### src/rtl/coax_control_pkg.sv
// Shared constants, state encoding and helpers for the coax SPI command controller.
package coax_control_pkg;

  localparam int unsigned WORD_WIDTH   = 10;
  localparam int unsigned MAX_CHANNELS = 4;

  // Opcodes carried in command byte bits [3:0]
  localparam logic [3:0] OP_READ_REG  = 4'h2;
  localparam logic [3:0] OP_WRITE_REG = 4'h3;
  localparam logic [3:0] OP_TX        = 4'h4;
  localparam logic [3:0] OP_RX        = 4'h5;
  localparam logic [3:0] OP_START     = 4'h6;
  localparam logic [3:0] OP_RESET     = 4'hF;

  // Register addresses
  localparam logic [3:0] REG_STATUS_LAST = 4'h3;
  localparam logic [3:0] REG_CONTROL     = 4'h8;
  localparam logic [3:0] REG_CHANNELS    = 4'h9;
  localparam logic [3:0] REG_MAGIC       = 4'hF;
  localparam logic [7:0] MAGIC_VALUE     = 8'hA5;

  // Bit positions in a channel status byte
  localparam int unsigned STAT_TX_EMPTY  = 1;
  localparam int unsigned STAT_TX_ACTIVE = 2;
  localparam int unsigned STAT_TX_FULL   = 3;
  localparam int unsigned STAT_RX_EMPTY  = 4;
  localparam int unsigned STAT_RX_ACTIVE = 5;
  localparam int unsigned STAT_RX_ERROR  = 6;

  // Response codes
  localparam logic [7:0] RESP_OK           = 8'h00;
  localparam logic [7:0] RESP_TX_FULL      = 8'h81;
  localparam logic [7:0] RESP_TX_NOT_READY = 8'h82;
  localparam logic [7:0] RESP_BAD_CHANNEL  = 8'hFF;

  typedef enum logic [3:0] {
    StIdle,
    StRd1,
    StRd2,
    StWr,
    StTx1,
    StTx2,
    StRx1,
    StRx2,
    StRx3,
    StRx4,
    StStart,
    StReset,
    StBad
  } state_t;

  // Select channel ch's word from the packed rx_data bus (zero-extended to MAX_CHANNELS)
  function automatic logic [WORD_WIDTH-1:0] rx_word_sel(
    input logic [MAX_CHANNELS*WORD_WIDTH-1:0] words,
    input logic [1:0]                         ch
  );
    return words[32'(ch)*WORD_WIDTH +: WORD_WIDTH];
  endfunction

  // Assemble a channel status byte
  function automatic logic [7:0] status_byte(
    input logic rx_err,
    input logic rx_act,
    input logic rx_emp,
    input logic tx_ful,
    input logic tx_act,
    input logic tx_emp
  );
    logic [7:0] s;
    s                 = 8'h00;
    s[STAT_RX_ERROR]  = rx_err;
    s[STAT_RX_ACTIVE] = rx_act;
    s[STAT_RX_EMPTY]  = rx_emp;
    s[STAT_TX_FULL]   = tx_ful;
    s[STAT_TX_ACTIVE] = tx_act;
    s[STAT_TX_EMPTY]  = tx_emp;
    return s;
  endfunction

endpackage

### src/rtl/control_multi.sv
// SPI command controller for CHANNELS coax TX/RX pairs: register access, TX FIFO loading,
// RX streaming, TX start and masked channel reset. All outputs are registered.
module control_multi
  import coax_control_pkg::*;
#(
  parameter int unsigned CHANNELS      = 2,
  parameter logic [7:0]  CONTROL_RESET = 8'h80
) (
  input  logic                           clk,
  input  logic                           reset,
  input  logic                           spi_cs,
  input  logic [7:0]                     spi_rx_data,
  input  logic                           spi_rx_strobe,
  output logic [7:0]                     spi_tx_data,
  output logic                           spi_tx_strobe,
  output logic [CHANNELS-1:0]            loopback,
  output logic [CHANNELS-1:0]            tx_reset,
  input  logic [CHANNELS-1:0]            tx_active,
  output logic [WORD_WIDTH-1:0]          tx_data,
  output logic [CHANNELS-1:0]            tx_load_strobe,
  output logic [CHANNELS-1:0]            tx_start_strobe,
  input  logic [CHANNELS-1:0]            tx_empty,
  input  logic [CHANNELS-1:0]            tx_full,
  input  logic [CHANNELS-1:0]            tx_ready,
  output logic [CHANNELS-1:0]            rx_reset,
  input  logic [CHANNELS-1:0]            rx_active,
  input  logic [CHANNELS-1:0]            rx_error,
  input  logic [CHANNELS-1:0]            rx_empty,
  input  logic [WORD_WIDTH*CHANNELS-1:0] rx_data,
  output logic [CHANNELS-1:0]            rx_read_strobe
);

  localparam logic [3:0] CHAN_COUNT = 4'(CHANNELS);

  state_t                state_q;
  logic [3:0]            arg_q;
  logic [1:0]            ch_q;
  logic [7:0]            ctrl_q;
  logic [15:0]           rx_buf_q;
  logic                  tx_data_valid_q;
  logic [7:0]            spi_tx_data_q;
  logic                  spi_tx_strobe_q;
  logic [WORD_WIDTH-1:0] tx_data_q;
  logic [CHANNELS-1:0]   load_q;
  logic [CHANNELS-1:0]   start_q;
  logic [CHANNELS-1:0]   tx_reset_q;
  logic [CHANNELS-1:0]   rx_reset_q;
  logic [CHANNELS-1:0]   rd_q;

  // Channel status widened to four lanes so a 2-bit channel index always fits
  logic [3:0] tx_active_x, tx_empty_x, tx_full_x, tx_ready_x;
  logic [3:0] rx_active_x, rx_error_x, rx_empty_x;
  logic [MAX_CHANNELS*WORD_WIDTH-1:0] rx_data_x;

  logic [CHANNELS-1:0] start_ok;
  logic [CHANNELS-1:0] reset_mask;
  logic [CHANNELS-1:0] ch_onehot;
  logic [7:0]          reg_value;
  logic                arg_bad_channel;

  // Widen inputs and derive masks shared by several states
  always_comb begin
    tx_active_x     = 4'(tx_active);
    tx_empty_x      = 4'(tx_empty);
    tx_full_x       = 4'(tx_full);
    tx_ready_x      = 4'(tx_ready);
    rx_active_x     = 4'(rx_active);
    rx_error_x      = 4'(rx_error);
    rx_empty_x      = 4'(rx_empty);
    rx_data_x       = (MAX_CHANNELS*WORD_WIDTH)'(rx_data);
    start_ok        = ~tx_empty & ~tx_active;
    reset_mask      = CHANNELS'((arg_q == 4'h0) ? 4'hF : arg_q);
    ch_onehot       = CHANNELS'(1'b1) << ch_q;
    arg_bad_channel = (spi_rx_data[7:4] >= CHAN_COUNT);
  end

  // Register read multiplexer, addressed by the latched command argument
  always_comb begin
    reg_value = 8'h00;
    if (arg_q <= REG_STATUS_LAST) begin
      if (arg_q < CHAN_COUNT) begin
        reg_value = status_byte(rx_error_x[arg_q[1:0]], rx_active_x[arg_q[1:0]],
                                rx_empty_x[arg_q[1:0]], tx_full_x[arg_q[1:0]],
                                tx_active_x[arg_q[1:0]], tx_empty_x[arg_q[1:0]]);
      end
    end else begin
      case (arg_q)
        REG_CONTROL:  reg_value = ctrl_q;
        REG_CHANNELS: reg_value = 8'(CHANNELS);
        REG_MAGIC:    reg_value = MAGIC_VALUE;
        default:      reg_value = 8'h00;
      endcase
    end
  end

  // Command FSM with registered strobes; CS deselect overrides at the end of the block
  always_ff @(posedge clk or negedge reset) begin
    if (!reset) begin
      state_q         <= StIdle;
      arg_q           <= 4'h0;
      ch_q            <= 2'd0;
      ctrl_q          <= CONTROL_RESET;
      rx_buf_q        <= 16'h0000;
      tx_data_valid_q <= 1'b0;
      spi_tx_data_q   <= 8'h00;
      spi_tx_strobe_q <= 1'b0;
      tx_data_q       <= '0;
      load_q          <= '0;
      start_q         <= '0;
      tx_reset_q      <= '0;
      rx_reset_q      <= '0;
      rd_q            <= '0;
    end else begin
      spi_tx_strobe_q <= 1'b0;
      load_q          <= '0;
      start_q         <= '0;
      tx_reset_q      <= '0;
      rx_reset_q      <= '0;
      rd_q            <= '0;

      case (state_q)
        StIdle: begin
          if (spi_rx_strobe) begin
            arg_q <= spi_rx_data[7:4];
            ch_q  <= spi_rx_data[5:4];
            case (spi_rx_data[3:0])
              OP_READ_REG:  state_q <= StRd1;
              OP_WRITE_REG: state_q <= StWr;
              OP_TX:        state_q <= arg_bad_channel ? StBad : StTx1;
              OP_RX:        state_q <= arg_bad_channel ? StBad : StRx1;
              OP_START:     state_q <= StStart;
              OP_RESET:     state_q <= StReset;
              default:      state_q <= StIdle;
            endcase
          end
        end
        StRd1: begin
          spi_tx_strobe_q <= 1'b1;
          spi_tx_data_q   <= reg_value;
          state_q         <= StRd2;
        end
        StRd2: begin
          if (spi_rx_strobe) state_q <= StRd1;
        end
        StWr: begin
          if (spi_rx_strobe) begin
            if (arg_q == REG_CONTROL) ctrl_q <= spi_rx_data;
            spi_tx_strobe_q <= 1'b1;
            spi_tx_data_q   <= RESP_OK;
          end
        end
        StTx1: begin
          // A rejected high byte still consumes its pair; valid stays low so TX2 loads nothing
          if (spi_rx_strobe) begin
            spi_tx_strobe_q <= 1'b1;
            state_q         <= StTx2;
            if (tx_full_x[ch_q]) begin
              spi_tx_data_q   <= RESP_TX_FULL;
              tx_data_valid_q <= 1'b0;
            end else if (!tx_ready_x[ch_q]) begin
              spi_tx_data_q   <= RESP_TX_NOT_READY;
              tx_data_valid_q <= 1'b0;
            end else begin
              spi_tx_data_q   <= RESP_OK;
              tx_data_q[9:8]  <= spi_rx_data[1:0];
              tx_data_valid_q <= 1'b1;
            end
          end
        end
        StTx2: begin
          if (spi_rx_strobe) begin
            tx_data_q[7:0]  <= spi_rx_data;
            load_q          <= tx_data_valid_q ? ch_onehot : '0;
            tx_data_valid_q <= 1'b0;
            spi_tx_strobe_q <= 1'b1;
            spi_tx_data_q   <= RESP_OK;
            state_q         <= StTx1;
          end
        end
        StRx1: begin
          rx_buf_q <= {rx_error_x[ch_q], rx_empty_x[ch_q], 4'b0000, rx_word_sel(rx_data_x, ch_q)};
          state_q  <= StRx2;
        end
        StRx2: begin
          spi_tx_strobe_q <= 1'b1;
          spi_tx_data_q   <= rx_buf_q[15:8];
          state_q         <= StRx3;
        end
        StRx3: begin
          if (spi_rx_strobe) begin
            spi_tx_strobe_q <= 1'b1;
            spi_tx_data_q   <= rx_buf_q[7:0];
            // An errored word flushes the receiver instead of dequeuing
            if (rx_buf_q[15])      rx_reset_q <= ch_onehot;
            else if (!rx_buf_q[14]) rd_q      <= ch_onehot;
            state_q <= StRx4;
          end
        end
        StRx4: begin
          if (spi_rx_strobe) state_q <= StRx1;
        end
        StStart: begin
          start_q <= start_ok & CHANNELS'(arg_q);
          state_q <= StIdle;
        end
        StReset: begin
          tx_reset_q <= reset_mask;
          rx_reset_q <= reset_mask;
          state_q    <= StIdle;
        end
        StBad: begin
          if (spi_rx_strobe) begin
            spi_tx_strobe_q <= 1'b1;
            spi_tx_data_q   <= RESP_BAD_CHANNEL;
          end
        end
        default: state_q <= StIdle;
      endcase

      // Deselect aborts everything except a TX2 load already in flight
      if (spi_cs) begin
        state_q         <= StIdle;
        tx_data_valid_q <= 1'b0;
        spi_tx_strobe_q <= 1'b0;
        tx_reset_q      <= '0;
        rx_reset_q      <= '0;
        rd_q            <= '0;
        start_q         <= ctrl_q[7] ? start_ok : '0;
      end
    end
  end

  assign spi_tx_data     = spi_tx_data_q;
  assign spi_tx_strobe   = spi_tx_strobe_q;
  assign loopback        = ctrl_q[CHANNELS-1:0];
  assign tx_reset        = tx_reset_q;
  assign rx_reset        = rx_reset_q;
  assign tx_data         = tx_data_q;
  assign tx_load_strobe  = load_q;
  assign tx_start_strobe = start_q;
  assign rx_read_strobe  = rd_q;

endmodule

### config.mk
export PLATFORM = sky130hd
export DESIGN_NAME = control_multi
export DESIGN_NICKNAME = d
export VERILOG_FILES = /design/src/rtl/coax_control_pkg.sv /design/src/rtl/control_multi.sv
export SDC_FILE = /design/constraint.sdc
export NUM_CORES = 1
export LEC_CHECK = 0
export CELL_PAD_IN_SITES_DETAIL_PLACEMENT = 2
export CELL_PAD_IN_SITES_GLOBAL_PLACEMENT = 2
export CORE_ASPECT_RATIO = 0.75
export CORE_UTILIZATION = 27
export DETAILED_ROUTE_END_ITERATION = 10
export PLACE_DENSITY_LB_ADDON = 0.1
export SYNTH_ARGS = -nofsm -noshare
export SYNTH_HDL_FRONTEND = slang
export SYNTH_SLANG_ARGS = --single-unit
### constraint.sdc
create_clock -name clk -period 1.7 [get_ports clk]
set_input_delay 0.34 -clock clk [delete_from_list [all_inputs] [get_ports clk]]
set_output_delay 0.34 -clock clk [all_outputs]
set_load 0.01 [all_outputs]
==> metrics.md <==
| Metric | Value |
|---|---|
| Crit path max-delay cell type | `dfrtp_1` |
| Crit-path cells | `buf_6 -> nor3_4 -> a211oi_4 -> a41o_1 -> a221oi_2 -> buf_4 -> o41ai_2` |
| Share of layout cells above drive strength 1 | `37.3%` |
| Slew @ Worst Pin | `435 ps` |
| Critical path peak fanout | `3` |
| Clock power frac | `25.6%` |
| Num CTS Buffers | `9` |
| Final net count | `494` |
| Post-synth top cells | `dfrtp_1 (57), nand2_1 (33), mux2_2 (26)` |
| CP top delay family | `compound AO/OA/AOI/OAI gates` |
| Initial antenna violation count | `0` |
| ANT nets after route | `0` |
| Internal | `5.15 mW` |
| Post-synthesis async set-or-reset flop share | `100%` |
| Top post-synthesis cells by area | `dfrtp_1 (46%), mux2_2 (9.5%), mux2i_1 (5.2%), nand2_1 (4.0%), o31ai_1 (3.7%)` |
| Seq pwr share | `26.7%` |
| Crit share post-route | `102%` |
| Maximum VDD drop | `0.000661 V` |
| Switching pwr | `2.75 mW` |
| Post-Syn Instances | `303` |
| Yosys top cell by area | `dfrtp_1` |
| Die Width | `125 um` |
| Syn nets | `349` |
| RSZ-0062 raised after global routing | `yes` |
| XOR/XNOR share of the synthesized area | `0.285%` |
| Endpoints failing setup | `2` |
| Die Height | `94.3 um` |
| Drt total wl | `12.2 mm` |
| Largest net degree at the start of global routing | `59` |
| Final worst setup slack | `-26.8 ps` |
| Main combinational cell family by area after synthesis | `compound AO/OA/AOI/OAI gates` |
| Min Tclk post-route | `1730 ps` |
| Final GP Congestion | `0.805` |
| Multiplexer share of the synthesized area | `14.8%` |
| Failing checks | `design-rule violations, negative hold slack, negative setup slack` |
| YS warnings | `0` |
| DP HPWL | `8.45 mm` |
| IO Pins | `77` |
| N_diodes | `0` |
| Lkg Pwr | `2.25 nW` |
| Power density over cell area | `1540 nW/um2` |
| Drt first pass iters | `7` |
| Yosys reg bits | `58` |
| Count leader, synth | `dfrtp_1` |
| CP Capture Type | `register` |
| Clk sinks | `58` |
| First-pass GRT wire length | `19.3 mm` |
| Pwr Total | `7.90 mW` |
| Clk buf depth | `2` |
| Via/cell ratio | `5.09` |
| Multi-input logic area | `1700 um2` |
| Die area | `11800 um2` |
| Vias in the first global route | `3390` |
| Fin. max-slew vios | `0` |
| Detailed-route DRC error count | `4` |
| Avg Cell Area, Syn | `10.1 um2` |
| Startpoint types | `register` |
| CP Buf/Inv Count | `2` |
| Initial DRC Count | `96` |
| Synth Area in Compound Gates | `17.2%` |
| CTS tree | `done` |
| Slew headroom | `71.0%` |
| Number of buffers added on ports | `76` |
| Worst Path Arrival | `1940 ps` |
| Synth Area in Simple Gates | `15.8%` |
| Initial Util | `27.9%` |
| GRT Overall Usage | `22.0%` |
| Clk Latency, worst-skew pair | `330 ps` |
| Endpoints failing hold | `1` |
| H-tree depth | `3` |
| Worst hold slack | `-0.985 ps` |
| Status | `complete, but fails checks` |
| Clock Tree Root | `clkbuf_16` |
| Cell variety after synth | `45` |
| Placed Area | `4390 um2` |
| Final Skew | `5.05 ps` |
| Post-Layout Cell Count | `593` |
| Post-Synth Adder-Cell Area | `0%` |
| Synth top area share | `46.5%` |
| CP required | `1910 ps` |
| Rows | `33` |
| Register area | `1460 um2` |
| CP Class | `register to register` |
| Post-synth top flop | `dfrtp_1` |
| Largest stage delay, worst path | `390 ps` |
| Comb power frac | `47.7%` |
| Max Fclk | `579 MHz` |
| Mean routed wirelength per cell | `20.6 um` |
| EDFF count, synth | `0` |
| Final Cell Area | `5140 um2` |
| Hold/Removal Path Class | `input pin to async pin` |
| Core area | `11000 um2` |
| Post-Syn Area | `3070 um2` |
| Clock transition at path regs | `50 ps` |
| Syn-to-layout area delta | `67.5%` |
| Switching Share | `34.8%` |
| Sequential fraction of the synthesis area | `47.3%` |
| Total vias in the final route | `3018` |
| Placed cell count | `560` |
| Setup TNS | `-38.0 ps` |
| Global route total overflow | `0` |
| Max-Cap Viols | `0` |
| Filler cells | `1155` |
## metrics by stage
| step | utilization [%] | setup WS, ps |
|---|---|---|
| floorplan | - | 12.0 |
| global placement | 39.9 | -358 |
| detailed placement | 39.9 | -400 |
| CTS | 44.9 | -60.6 |
| global route | 46.8 | -84.3 |
| finish | 46.8 | -26.8 |
## layer usage
metal	vias to the layer above	global-route usage [%]	part of all wire, %
li1	1400	-	-
met1	1534	29.7	48
met2	65	35.3	46
met3	19	4.44	4.2
met4	0	7.22	1.8
met5	-	0	0
## what timing repair did
item,CTS,global route
hold buffers,0,0
gates resized for setup,35,32
gates cloned,2,0
setup endpoints to repair,44,43
pin swaps,7,12
setup buffers,6,11
## layout make-up
| type | count | area share [%] |
|---|---|---|
| Multi-Input combinational cell | 218 | 33.1 |
| Clock inverter | 2 | 1.17 |
| Sequential cell | 58 | 28.4 |
| Inverter | 4 | 0.292 |
| Clock buffer | 14 | 5.14 |
| Tap cell | 140 | 3.41 |
| Timing Repair Buffer | 157 | 28.5 |
## power groups by stage
stage / Combinational (mW) / Clock [mW] / Sequential [mW]
2_1_floorplan: 1.53 / 0 / 2.04
3_3_place_gp: 3.02 / 0 / 2.10
3_5_place_dp: 3.09 / 0 / 2.12
4_1_cts: 3.43 / 2.05 / 2.12
5_1_grt: 4.05 / 2.09 / 2.17
6_report: 3.77 / 2.02 / 2.11
## state kept, by name (all words and copies together), names as in the netlist
name             cells
rx_buf_q            12
tx_data             10
ctrl_q               8
spi_tx_data          8
arg_q                4
state_q              4
rx_read_strobe       2
rx_reset             2
tx_load_strobe       2
tx_reset             2
tx_start_strobe      2
spi_tx_strobe        1
tx_data_valid_q      1
## path summary, 6_finish.rpt
check	start	to	cells past startpoint	slack, ps
setup / recovery	state_q[3]$_DFFE_PN0P_	spi_tx_data[5]$_DFFE_PN0P_	7	-30
hold / removal	reset	rx_buf_q[4]$_DFFE_PN0P_	2	-1
setup reg to reg	state_q[3]$_DFFE_PN0P_	spi_tx_data[5]$_DFFE_PN0P_	7	-30
hold reg to reg	rx_buf_q[3]$_DFFE_PN0P_	rx_buf_q[3]$_DFFE_PN0P_	2	480
max in group asynchronous	reset	ctrl_q[7]$_DFFE_PN1P_	2	1390
min in group clk	rx_buf_q[3]$_DFFE_PN0P_	rx_buf_q[3]$_DFFE_PN0P_	2	480
## cells by family (layout without fill, tap and decap cells)
| group | Yosys count | in the layout |
|---|---|---|
| simple gates | 98 | 98 |
| compound gates | 76 | 77 |
| xor+xnor | 1 | 1 |
| buf+inv | 28 | 177 |
| flops | 58 | 58 |
| mux | 42 | 42 |
## cell usage in the layout, fill, tap and decap left out, types with 3 or more instances in the layout
| cell type | instances |
|---|---|
| buf_6 | 5 |
| a22o_1 | 3 |
| dfrtp_2 | 4 |
| o31ai_1 | 14 |
| nand3_1 | 4 |
| nand4_1 | 3 |
| clkdlybuf4s50_1 | 73 |
| a22oi_1 | 3 |
| nor3_1 | 6 |
| nor2_2 | 4 |
| nand2_1 | 31 |
| buf_4 | 70 |
| o21ai_1 | 3 |
| dfrtp_1 | 53 |
| o21ai_0 | 10 |
| mux2i_2 | 3 |
| nand2b_1 | 7 |
| nor2b_1 | 5 |
| clkbuf_16 | 9 |
| buf_12 | 4 |
| mux2i_1 | 13 |
| clkbuf_1 | 3 |
| inv_1 | 4 |
| mux2_2 | 24 |
| o22ai_1 | 4 |
| o22ai_2 | 3 |
| nor2_1 | 20 |
| a21oi_1 | 8 |
| a21oi_2 | 4 |
Note: power is estimated with default switching activity, not from simulation.
